`config.mk`:
```
export PLATFORM = sky130hd
export DESIGN_NAME = lsu_align_flat
export DESIGN_NICKNAME = d
export VERILOG_FILES = /design/src/rtl/lsu_align_if.sv /design/src/rtl/lsu_align.sv /design/src/flat_wrapper.sv
export SDC_FILE = /design/constraint.sdc
export NUM_CORES = 1
export LEC_CHECK = 0
export ABC_CLOCK_PERIOD_IN_PS = 2580
export BUFFER_PORTS_ARGS = -buffer_cell sky130_fd_sc_hd__buf_2
export CAP_MARGIN = 20
export CELL_PAD_IN_SITES_DETAIL_PLACEMENT = 0
export CELL_PAD_IN_SITES_GLOBAL_PLACEMENT = 1
export CORE_MARGIN = 2
export CORE_UTILIZATION = 40
export DETAILED_ROUTE_END_ITERATION = 6
export HOLD_SLACK_MARGIN = 0.1
export PLACE_DENSITY_LB_ADDON = 0.1
export SYNTH_ARGS = -nofsm -noshare
export SYNTH_HDL_FRONTEND = slang
export SYNTH_SLANG_ARGS = --single-unit
```
`constraint.sdc`:
```
create_clock -name clk -period 2.58 [get_ports clk]
set_input_delay 0 -clock clk [delete_from_list [all_inputs] [get_ports clk]]
set_output_delay 0 -clock clk [all_outputs]
set_load 0.01 [all_outputs]
```
`src/rtl/lsu_align_if.sv`:
```
// Pipeline-side request/response and data-memory bus of the load/store alignment unit.
interface lsu_align_if;
  logic        req_i;
  logic        st_i;
  logic [2:0]  funct3_i;
  logic [31:0] addr_i;
  logic [31:0] wdata_i;
  logic        ready_o;
  logic        done_o;
  logic        err_o;
  logic [31:0] rdata_o;
  logic [31:0] daddr_o;
  logic [31:0] dwdata_o;
  logic [3:0]  we_o;
  logic [31:0] drdata_i;

  modport slave (
    input  req_i, st_i, funct3_i, addr_i, wdata_i, drdata_i,
    output ready_o, done_o, err_o, rdata_o, daddr_o, dwdata_o, we_o
  );

  modport master (
    output req_i, st_i, funct3_i, addr_i, wdata_i, drdata_i,
    input  ready_o, done_o, err_o, rdata_o, daddr_o, dwdata_o, we_o
  );
endinterface

```
`src/rtl/lsu_align.sv`:
```
// RV32I load/store alignment unit: turns B/H/W accesses into word-aligned memory beats.
// Define LSU_MISALIGNED_EN to split word-crossing accesses into two beats (ACC1, ACC2).
module lsu_align #(
  parameter int unsigned DMEM_BYTES = 128
) (
  input logic        clk,
  input logic        reset,
  lsu_align_if.slave bus
);
  typedef enum logic [1:0] {
    IDLE = 2'd0,
    ACC1 = 2'd1,
`ifdef LSU_MISALIGNED_EN
    ACC2 = 2'd2,
`endif
    DONE = 2'd3
  } state_t;

  state_t      state, nxt;
  logic [31:0] addr_q, wdata_q, lo_q, hi_q;
  logic [2:0]  f3_q;
  logic        st_q, err_q;
  logic        ready, accept;

  // request decode, evaluated on the incoming (not yet captured) request
  logic [2:0]  nb;
  logic [32:0] last;
  logic        ill, oob, mis, req_err;

  always_comb begin
    case (bus.funct3_i[1:0])
      2'b00:   nb = 3'd1;
      2'b01:   nb = 3'd2;
      default: nb = 3'd4;
    endcase
  end

  assign ill  = (bus.funct3_i == 3'b011) || (bus.funct3_i[2] && bus.funct3_i[1]) ||
                (bus.st_i && bus.funct3_i[2]);
  assign last = {1'b0, bus.addr_i} + {30'd0, nb} - 33'd1;
  assign oob  = last >= 33'(DMEM_BYTES);

`ifdef LSU_MISALIGNED_EN
  logic span, span_q;
  assign span = ({2'b00, bus.addr_i[1:0]} + {1'b0, nb}) > 4'd4;
  assign mis  = 1'b0;
`else
  assign mis  = (nb == 3'd2 && bus.addr_i[0]) || (nb == 3'd4 && bus.addr_i[1:0] != 2'b00);
`endif

  assign req_err = ill || oob || mis;
  assign ready   = (state == IDLE) || (state == DONE);
  assign accept  = ready && bus.req_i;

  always_ff @(posedge clk or negedge reset) begin
    if (!reset) state <= IDLE;
    else        state <= nxt;
  end

  always_comb begin
    nxt = state;
    case (state)
      IDLE, DONE: nxt = !bus.req_i ? IDLE : (req_err ? DONE : ACC1);
`ifdef LSU_MISALIGNED_EN
      ACC1:       nxt = span_q ? ACC2 : DONE;
      ACC2:       nxt = DONE;
`else
      ACC1:       nxt = DONE;
`endif
      default:    nxt = IDLE;
    endcase
  end

  always_ff @(posedge clk or negedge reset) begin
    if (!reset) begin
      addr_q  <= '0;
      wdata_q <= '0;
      lo_q    <= '0;
      hi_q    <= '0;
      f3_q    <= '0;
      st_q    <= 1'b0;
      err_q   <= 1'b0;
`ifdef LSU_MISALIGNED_EN
      span_q  <= 1'b0;
`endif
    end else begin
      if (accept) begin
        addr_q  <= bus.addr_i;
        wdata_q <= bus.wdata_i;
        f3_q    <= bus.funct3_i;
        st_q    <= bus.st_i;
        err_q   <= req_err;
        hi_q    <= '0;
`ifdef LSU_MISALIGNED_EN
        span_q  <= span;
`endif
      end
      if (state == ACC1) lo_q <= bus.drdata_i;
`ifdef LSU_MISALIGNED_EN
      if (state == ACC2) hi_q <= bus.drdata_i;
`endif
    end
  end

  // byte-lane mask across the two words, and the extended load result
  logic [3:0]  bm;
`ifdef LSU_MISALIGNED_EN
  logic [7:0]  m;
`else
  logic [3:0]  m;
`endif
  logic [31:0] raw, ext;

  always_comb begin
    case (f3_q[1:0])
      2'b00:   bm = 4'b0001;
      2'b01:   bm = 4'b0011;
      default: bm = 4'b1111;
    endcase
`ifdef LSU_MISALIGNED_EN
    m = {4'b0000, bm} << addr_q[1:0];
`else
    m = bm << addr_q[1:0];
`endif
    raw = 32'({hi_q, lo_q} >> {addr_q[1:0], 3'b000});
    case (f3_q)
      3'b000:  ext = {{24{raw[7]}}, raw[7:0]};
      3'b001:  ext = {{16{raw[15]}}, raw[15:0]};
      3'b100:  ext = {24'd0, raw[7:0]};
      3'b101:  ext = {16'd0, raw[15:0]};
      default: ext = raw;
    endcase
  end

  always_comb begin
    bus.ready_o  = ready;
    bus.done_o   = 1'b0;
    bus.err_o    = 1'b0;
    bus.rdata_o  = '0;
    bus.daddr_o  = '0;
    bus.dwdata_o = '0;
    bus.we_o     = '0;
    case (state)
      ACC1: begin
        bus.daddr_o  = {addr_q[31:2], 2'b00};
        bus.we_o     = st_q ? m[3:0] : 4'b0000;
        bus.dwdata_o = wdata_q << {addr_q[1:0], 3'b000};
      end
`ifdef LSU_MISALIGNED_EN
      ACC2: begin
        bus.daddr_o  = {addr_q[31:2], 2'b00} + 32'd4;
        bus.we_o     = st_q ? m[7:4] : 4'b0000;
        bus.dwdata_o = wdata_q >> (6'd32 - {1'b0, addr_q[1:0], 3'b000});
      end
`endif
      DONE: begin
        bus.done_o  = 1'b1;
        bus.err_o   = err_q;
        bus.rdata_o = (st_q || err_q) ? 32'd0 : ext;
      end
      default: ;
    endcase
  end
endmodule

```
`src/flat_wrapper.sv`:
```
// flat-port wrapper written by rule: the top's interface ports become plain ports
module lsu_align_flat 
#(
  parameter int unsigned DMEM_BYTES = 128
)
  (clk, reset, bus_req_i, bus_st_i, bus_funct3_i, bus_addr_i, bus_wdata_i, bus_drdata_i, bus_ready_o, bus_done_o, bus_err_o, bus_rdata_o, bus_daddr_o, bus_dwdata_o, bus_we_o);
  lsu_align_if bus_i ();
  input logic clk;
  input logic reset;
  input wire logic [$bits(bus_i.req_i)-1:0] bus_req_i;
  input wire logic [$bits(bus_i.st_i)-1:0] bus_st_i;
  input wire logic [$bits(bus_i.funct3_i)-1:0] bus_funct3_i;
  input wire logic [$bits(bus_i.addr_i)-1:0] bus_addr_i;
  input wire logic [$bits(bus_i.wdata_i)-1:0] bus_wdata_i;
  input wire logic [$bits(bus_i.drdata_i)-1:0] bus_drdata_i;
  output wire logic [$bits(bus_i.ready_o)-1:0] bus_ready_o;
  output wire logic [$bits(bus_i.done_o)-1:0] bus_done_o;
  output wire logic [$bits(bus_i.err_o)-1:0] bus_err_o;
  output wire logic [$bits(bus_i.rdata_o)-1:0] bus_rdata_o;
  output wire logic [$bits(bus_i.daddr_o)-1:0] bus_daddr_o;
  output wire logic [$bits(bus_i.dwdata_o)-1:0] bus_dwdata_o;
  output wire logic [$bits(bus_i.we_o)-1:0] bus_we_o;
  assign bus_i.req_i = bus_req_i;
  assign bus_i.st_i = bus_st_i;
  assign bus_i.funct3_i = bus_funct3_i;
  assign bus_i.addr_i = bus_addr_i;
  assign bus_i.wdata_i = bus_wdata_i;
  assign bus_i.drdata_i = bus_drdata_i;
  assign bus_ready_o = bus_i.ready_o;
  assign bus_done_o = bus_i.done_o;
  assign bus_err_o = bus_i.err_o;
  assign bus_rdata_o = bus_i.rdata_o;
  assign bus_daddr_o = bus_i.daddr_o;
  assign bus_dwdata_o = bus_i.dwdata_o;
  assign bus_we_o = bus_i.we_o;
  lsu_align #(.DMEM_BYTES(DMEM_BYTES)) u_core (.clk(clk), .reset(reset), .bus(bus_i));
endmodule
```
## After elaboration in Yosys (flattened, before gate mapping)

Index checks and enable logic that the tools add are counted.

- Shifts and indexed selects: 3
- Reductions and logical operators: 18
- Eq/ne operators: 10
- Add/sub/neg operators: 2
- Magnitude comparators: 1
- Mux-type cells: 14

Operator list:

| operator | count |
|---|---|
| two-way mux 32 bit | 4 |
| case mux 32 bit (4 select lines) | 1 |
| adder 32 x 3 -> 33 bit | 1 |
| greater-or-equal comparator 33 x 8 -> 1 bit (second input constant) | 1 |
| subtractor 33 x 1 -> 33 bit (second input constant) | 1 |
| << shifter 32 x 5 -> 32 bit | 1 |
| right shift 32 x 5 -> 32 bit | 1 |
| equality test 3 bit (second input constant) | 3 |
| two-way mux 4 bit | 2 |
| case mux 4 bit (2 select lines) | 1 |
| logical OR 1 bit | 7 |
| equality test 2 x 1 -> 1 bit (second input constant) | 3 |
| equality test 3 x 2 -> 1 bit (second input constant) | 2 |
| logical NOT 2 bit | 3 |
| case mux 3 bit (2 select lines) | 1 |
| logical AND 1 bit | 5 |
| two-way mux 2 bit | 2 |
| case mux 2 bit (2 select lines) | 1 |
| << shifter 4 x 2 -> 4 bit | 1 |
| equality test 3 x 1 -> 1 bit (second input constant) | 1 |
| logical NOT 3 bit | 1 |
| equality test 2 bit (second input constant) | 1 |
| two-way mux 1 bit | 2 |
| nonzero test 2 bit | 1 |
| OR reduction 2 bit | 1 |

- Register bits: 103
- Input port bits: 103

## Longest topological paths before layout

- Word-level depth: 10
- Depth in mapped cells: 16
- Mapped depth without buffers: 16

## Worst setup path before layout

No wires, ideal clock.

- Kind: input-to-reg
- From: input bus_funct3_i[1]
- To: register u_core.err_q
- Data required time: 2436 ps
- Slack: -160 ps
- Data arrival time: 2596 ps
- Stages: 15
- Cells stage by stage: or2_2 ha_1 inv_1 ha_1 inv_1 fa_1 nand2b_1 a21oi_1 o21ai_0 o2bb2ai_1 a211o_1 nor4_1 nand3_1 nor4b_2 a41oi_1

- Longest elaborated chain between the ends: 7
- Elaborated cells between the ends (all ways): 17
- Classes of those cells: add/sub: 2; order compare: 1; eq/ne: 4; mux: 1; reduce/logical: 9

RTL lines:

| element | line | text |
|---|---|---|
| from (decl) | flat_wrapper.sv:12 | `input wire logic [$bits(bus_i.funct3_i)-1:0] bus_funct3_i;` |
| equality test 2 x 1 -> 1 bit / logical NOT 2 bit (equally long branches) | lsu_align.sv:31 | `case (bus.funct3_i[1:0])` |
| case mux 3 bit (2 select lines) | lsu_align.sv:31 |  |
| adder 32 x 3 -> 33 bit | lsu_align.sv:40 | `assign last = {1'b0, bus.addr_i} + {30'd0, nb} - 33'd1;` |
| subtractor 33 x 1 -> 33 bit | lsu_align.sv:40 |  |
| greater-or-equal comparator 33 x 8 -> 1 bit | lsu_align.sv:41 | `assign oob = last >= 33'(DMEM_BYTES);` |
| logical OR 1 bit | lsu_align.sv:51 | `assign req_err = ill \|\| oob \|\| mis;` |
| logical OR 1 bit * | lsu_align.sv:51 |  |
| to (signal assigned) | lsu_align.sv:92 | `err_q <= req_err;` |
| to (decl) | lsu_align.sv:22 | `logic st_q, err_q;` |

Every way passes the cells marked *; elsewhere a longest branch is shown, timed or not.
A chain may end at the register's enable or synchronous reset.

## Final worst setup path

- From: input bus_addr_i[12]
- To: register u_core.state[1]

- Longest elaborated chain between the ends: 8

RTL lines:

| element | line | text |
|---|---|---|
| from (decl) | flat_wrapper.sv:13 | `input wire logic [$bits(bus_i.addr_i)-1:0] bus_addr_i;` |
| adder 32 x 3 -> 33 bit | lsu_align.sv:40 |  |
| subtractor 33 x 1 -> 33 bit | lsu_align.sv:40 |  |
| greater-or-equal comparator 33 x 8 -> 1 bit | lsu_align.sv:41 |  |
| logical OR 1 bit (2 in a row) | lsu_align.sv:51 |  |
| two-way mux 2 bit (2 in a row) | lsu_align.sv:63 | `IDLE, DONE: nxt = !bus.req_i ? IDLE : (req_err ? DONE : ACC1);` |
| case mux 2 bit (2 select lines) | lsu_align.sv:62 | `case (state)` |
| net u_core.nxt[1] | lsu_align.sv:19 | `state_t state, nxt;` |
| to (signal assigned) | lsu_align.sv:57 | `else state <= nxt;` |
| to (decl) | lsu_align.sv:19 |  |

The timed path passes the listed nets, and every way through them passes these cells.

==> flow_metrics.env <==
export IMPL_status="finished clean"
export IMPL_relSlewSlack_pct=56.5
export IMPL_grt_busiest_layer="met2"
export IMPL_avgViaCountPerCell=5.19
export IMPL_finalNetCount=1358
export IMPL_synthAdderAreaFrac_pct=6.40
export IMPL_netlist_area_mm2=0.00755
export IMPL_cp_max_fo=8
export IMPL_power_mw=9.34
export IMPL_reg2reg_to="u_core.state[1]$_DFF_PN0_"
export IMPL_worst_r2r_path_depth=5
export IMPL_startpoint="bus_addr_i[12]"
export IMPL_antenna_found_initial=0
export IMPL_yosysSeqAreaShare_pct=34.2
export IMPL_num_rows=50
export IMPL_coreArea_mm2=0.0186
export IMPL_dpl_hpwl_mm=17.8
export IMPL_reg2reg_slack_ns=0.81
export IMPL_reg2reg_from="u_core.state[1]$_DFF_PN0_"
export IMPL_synth_compound_area_share_pct=19.2
export IMPL_drc=0
export IMPL_clkTransAtPathRegs_ns=0.07
export IMPL_clockBufferDepth=2
export IMPL_insertedDiodeCount=0
export IMPL_first_pass_iters=5
export IMPL_first_global_vias=7321
export IMPL_hold_path_depth=4
export IMPL_synth_seq_cells=103
export IMPL_syn_area_per_cell_um2=8.60
export IMPL_required_ns=2.79
export IMPL_post_route_min_period_ns=2.49
export IMPL_place_gp_congestion=0.882
export IMPL_synthesis_instances=878
export IMPL_use_met3_pct=4.22
export IMPL_mostFrequentLayoutCells="buf_2, dfrtp_1, dlygate4sd3_1"
export IMPL_setup_viol=0
export IMPL_vias=7550
export IMPL_synth_edf_count=0
export IMPL_ys_warn_count=0
export IMPL_layout_cells_most_common="buf_2"
export IMPL_fin_ws_ns=0.0930
export IMPL_path_depth=15
export IMPL_slowest_delay_ns=0.54
export IMPL_drt_wl_total_mm=24.0
export IMPL_rsz0062_at_grt="true"
export IMPL_finalSetupTns_ns=0
export IMPL_grt_overflow_total=0
export IMPL_path_delay_family="buffers and inverters"
export IMPL_synth_simple_area_share_pct=17.9
export IMPL_path_cells="buf_2 -> dlygate4sd3_1 -> inv_1 -> ha_1 -> buf_4 -> a21oi_1 -> o21ai_1 -> nor2_1 -> a21oi_2 -> nor3_2 -> buf_4 -> a21oi_1 -> nor2_1 -> nor4b_4 -> a41oi_2"
export IMPL_antenna_left=0
export IMPL_synthMuxAreaShare_pct=15.1
export IMPL_cts_made_buffers=9
export IMPL_p_leak_nw=5.17
export IMPL_fin_util_pct=57.7
export IMPL_clock_root_buffer="clkbuf_16"
export IMPL_ys_flop_type="dfrtp_1"
export IMPL_finalCritPeriodShare_pct=96.4
export IMPL_start_util_pct=40.6
export IMPL_grt_usage_pct=23.6
export IMPL_critPathArrivalTime_ns=2.70
export IMPL_async_flop_share_pct=100
export IMPL_clock_skew_ns=0.00720
export IMPL_synth_distinct_cells=63
export IMPL_crit_type="in -> reg"
export IMPL_critPathLaunchType="input pin"
export IMPL_cp_num_buf_inv=5
export IMPL_synth_top_family_by_area="compound AO/OA/AOI/OAI gates"
export IMPL_cts_sinks=103
export IMPL_die_height_um=141
export IMPL_clkLatencyLatePin_ns=0.36
export IMPL_cts_tree="built"
export IMPL_cap_violations=0
export IMPL_met2_usage_pct=38.9
export IMPL_power_density_mw_per_mm2=871
export IMPL_crit_path_end_kind="flip-flop"
export IMPL_grt_max_degree=47
export IMPL_wl_per_cell_um=16.5
export IMPL_place_ws_ns=-0.361
export IMPL_grt_pass1_wl_mm=38.0
export IMPL_h_tree_depth=3
export IMPL_synth_xor_area_share_pct=0.696
export IMPL_die_area_mm2=0.0200
export IMPL_grtUsageMet1_pct=32.4
export IMPL_slew_viol_final=0
export IMPL_worst_pin_slew_ns=0.650
export IMPL_design_area_mm2=0.0107
export IMPL_slowest_stage="dlygate4sd3_1"
export IMPL_crit_path_end="u_core.state[1]$_DFF_PN0_"
export IMPL_final_layout_size_suffix_gt1_share_pct=34.5
export IMPL_ios=206
export IMPL_placed_area_mm2=0.00927
export IMPL_hp_class="in -> reg"
export IMPL_drt_initial_drc_count=401
export IMPL_irDropWorstVdd_mv=0.375
export IMPL_max_freq_mhz=402
export IMPL_syn_to_final_growth_pct=42.1
export IMPL_hold_viol_final=0
export IMPL_fp_dieW_um=141
export IMPL_numPortBuffers=203
cells by family after synthesis:
kind of cell / count (synthesis)
multiplexers: 105
other: 1
buffers and inverters: 114
adder cells (fa/ha/maj): 38
AO/OA/AOI/OAI: 225
XOR/XNOR: 6
AND/OR/NAND/NOR: 286
flip-flops: 103
worst min-delay path, cell delays in order:
cell and delay [ns]:
buf_2 0.11, inv_1 0.12, buf_4 0.13, o21ai_0 0.08
where the power goes:
| part | switching, mW | leakage [nW] | internal (mW) |
|---|---|---|---|
| Clock | 0.678 | 0.141 | 0.697 |
| Sequential | 0.583 | 1.23 | 2.44 |
| Combinational | 2.65 | 3.80 | 2.29 |
layer usage:
layer  vias up  wire [um]
met5         -          0
met4         0        322
met3        33       1100
met2       210      11400
met1      3562      11100
li1       3745          -
how the worst min path moves through the flow:
stage | end | start | slack (ns)
2_1_floorplan | u_core.addr_q[0]$_DFFE_PN0P_ | reset | -0.30
3_5_place_dp | u_core.wdata_q[4]$_DFFE_PN0P_ | reset | 0.02
3_3_place_gp | u_core.wdata_q[4]$_DFFE_PN0P_ | reset | 0.02
5_1_grt | u_core.addr_q[20]$_DFFE_PN0P_ | bus_addr_i[20] | 0.14
4_1_cts | u_core.addr_q[20]$_DFFE_PN0P_ | bus_addr_i[20] | 0.13
6_report | u_core.addr_q[20]$_DFFE_PN0P_ | bus_addr_i[20] | 0.14
what timing repair did:
action	4_1_cts	5_1_grt
gates cloned	0	0
resized for setup	0	31
buffers inserted	0	3
pin swaps	1	15
hold buffers	100	0
endpoints found under the hold margin	181	0
setup endpoints to repair	1	2
registers in the layout (all words and copies together) (netlist names):
| signal | cells |
|---|---|
| u_core.f3_q | 3 |
| u_core.err_q | 1 |
| u_core.lo_q | 32 |
| u_core.addr_q | 32 |
| u_core.wdata_q | 32 |
| u_core.state | 2 |
| u_core.st_q | 1 |
stage by stage:
stage / hold slack (ns) / instances
2_1_floorplan: -0.296 / 879
3_3_place_gp: 0.0185 / 1338
3_5_place_dp: 0.0184 / 1338
4_1_cts: 0.130 / 1454
6_report: 0.139 / 1456
5_1_grt: 0.139 / 1456
layout make-up:
type	count	area [um^2]
fill	1768	7850
multi-input combinational	662	4670
timing repair buffer	387	2690
sequential	103	2580
tap	234	293
clock buffer	10	239
inverter	54	205
clock inverter	6	50.0
cell usage after synthesis, drive strengths merged (3+ instances only):
cell | number | share of area, %
o221ai | 3 | 0.35
a21oi | 62 | 4.6
nor3 | 9 | 0.60
nand2b | 5 | 0.41
inv | 52 | 2.6
o21ai | 69 | 4.7
nor2b | 17 | 1.4
xor2 | 3 | 0.35
ha | 37 | 6.1
clkbuf | 36 | 1.8
xnor2 | 3 | 0.35
o21bai | 4 | 0.40
a31oi | 5 | 0.41
mux2i | 37 | 4.9
nand3 | 9 | 0.60
buf | 24 | 2.1
mux2 | 68 | 10
a21o | 8 | 0.80
o21a | 5 | 0.50
o211ai | 8 | 0.80
nand2 | 87 | 4.3
nand4 | 13 | 1.1
a211oi | 37 | 3.7
dfrtp | 103 | 34
nor4b | 3 | 0.51
and2 | 41 | 3.4
or3 | 4 | 0.33
nor4 | 3 | 0.33
nor2 | 91 | 4.5
a2bb2oi | 3 | 0.43
Power figures use the tool's default switching activity.
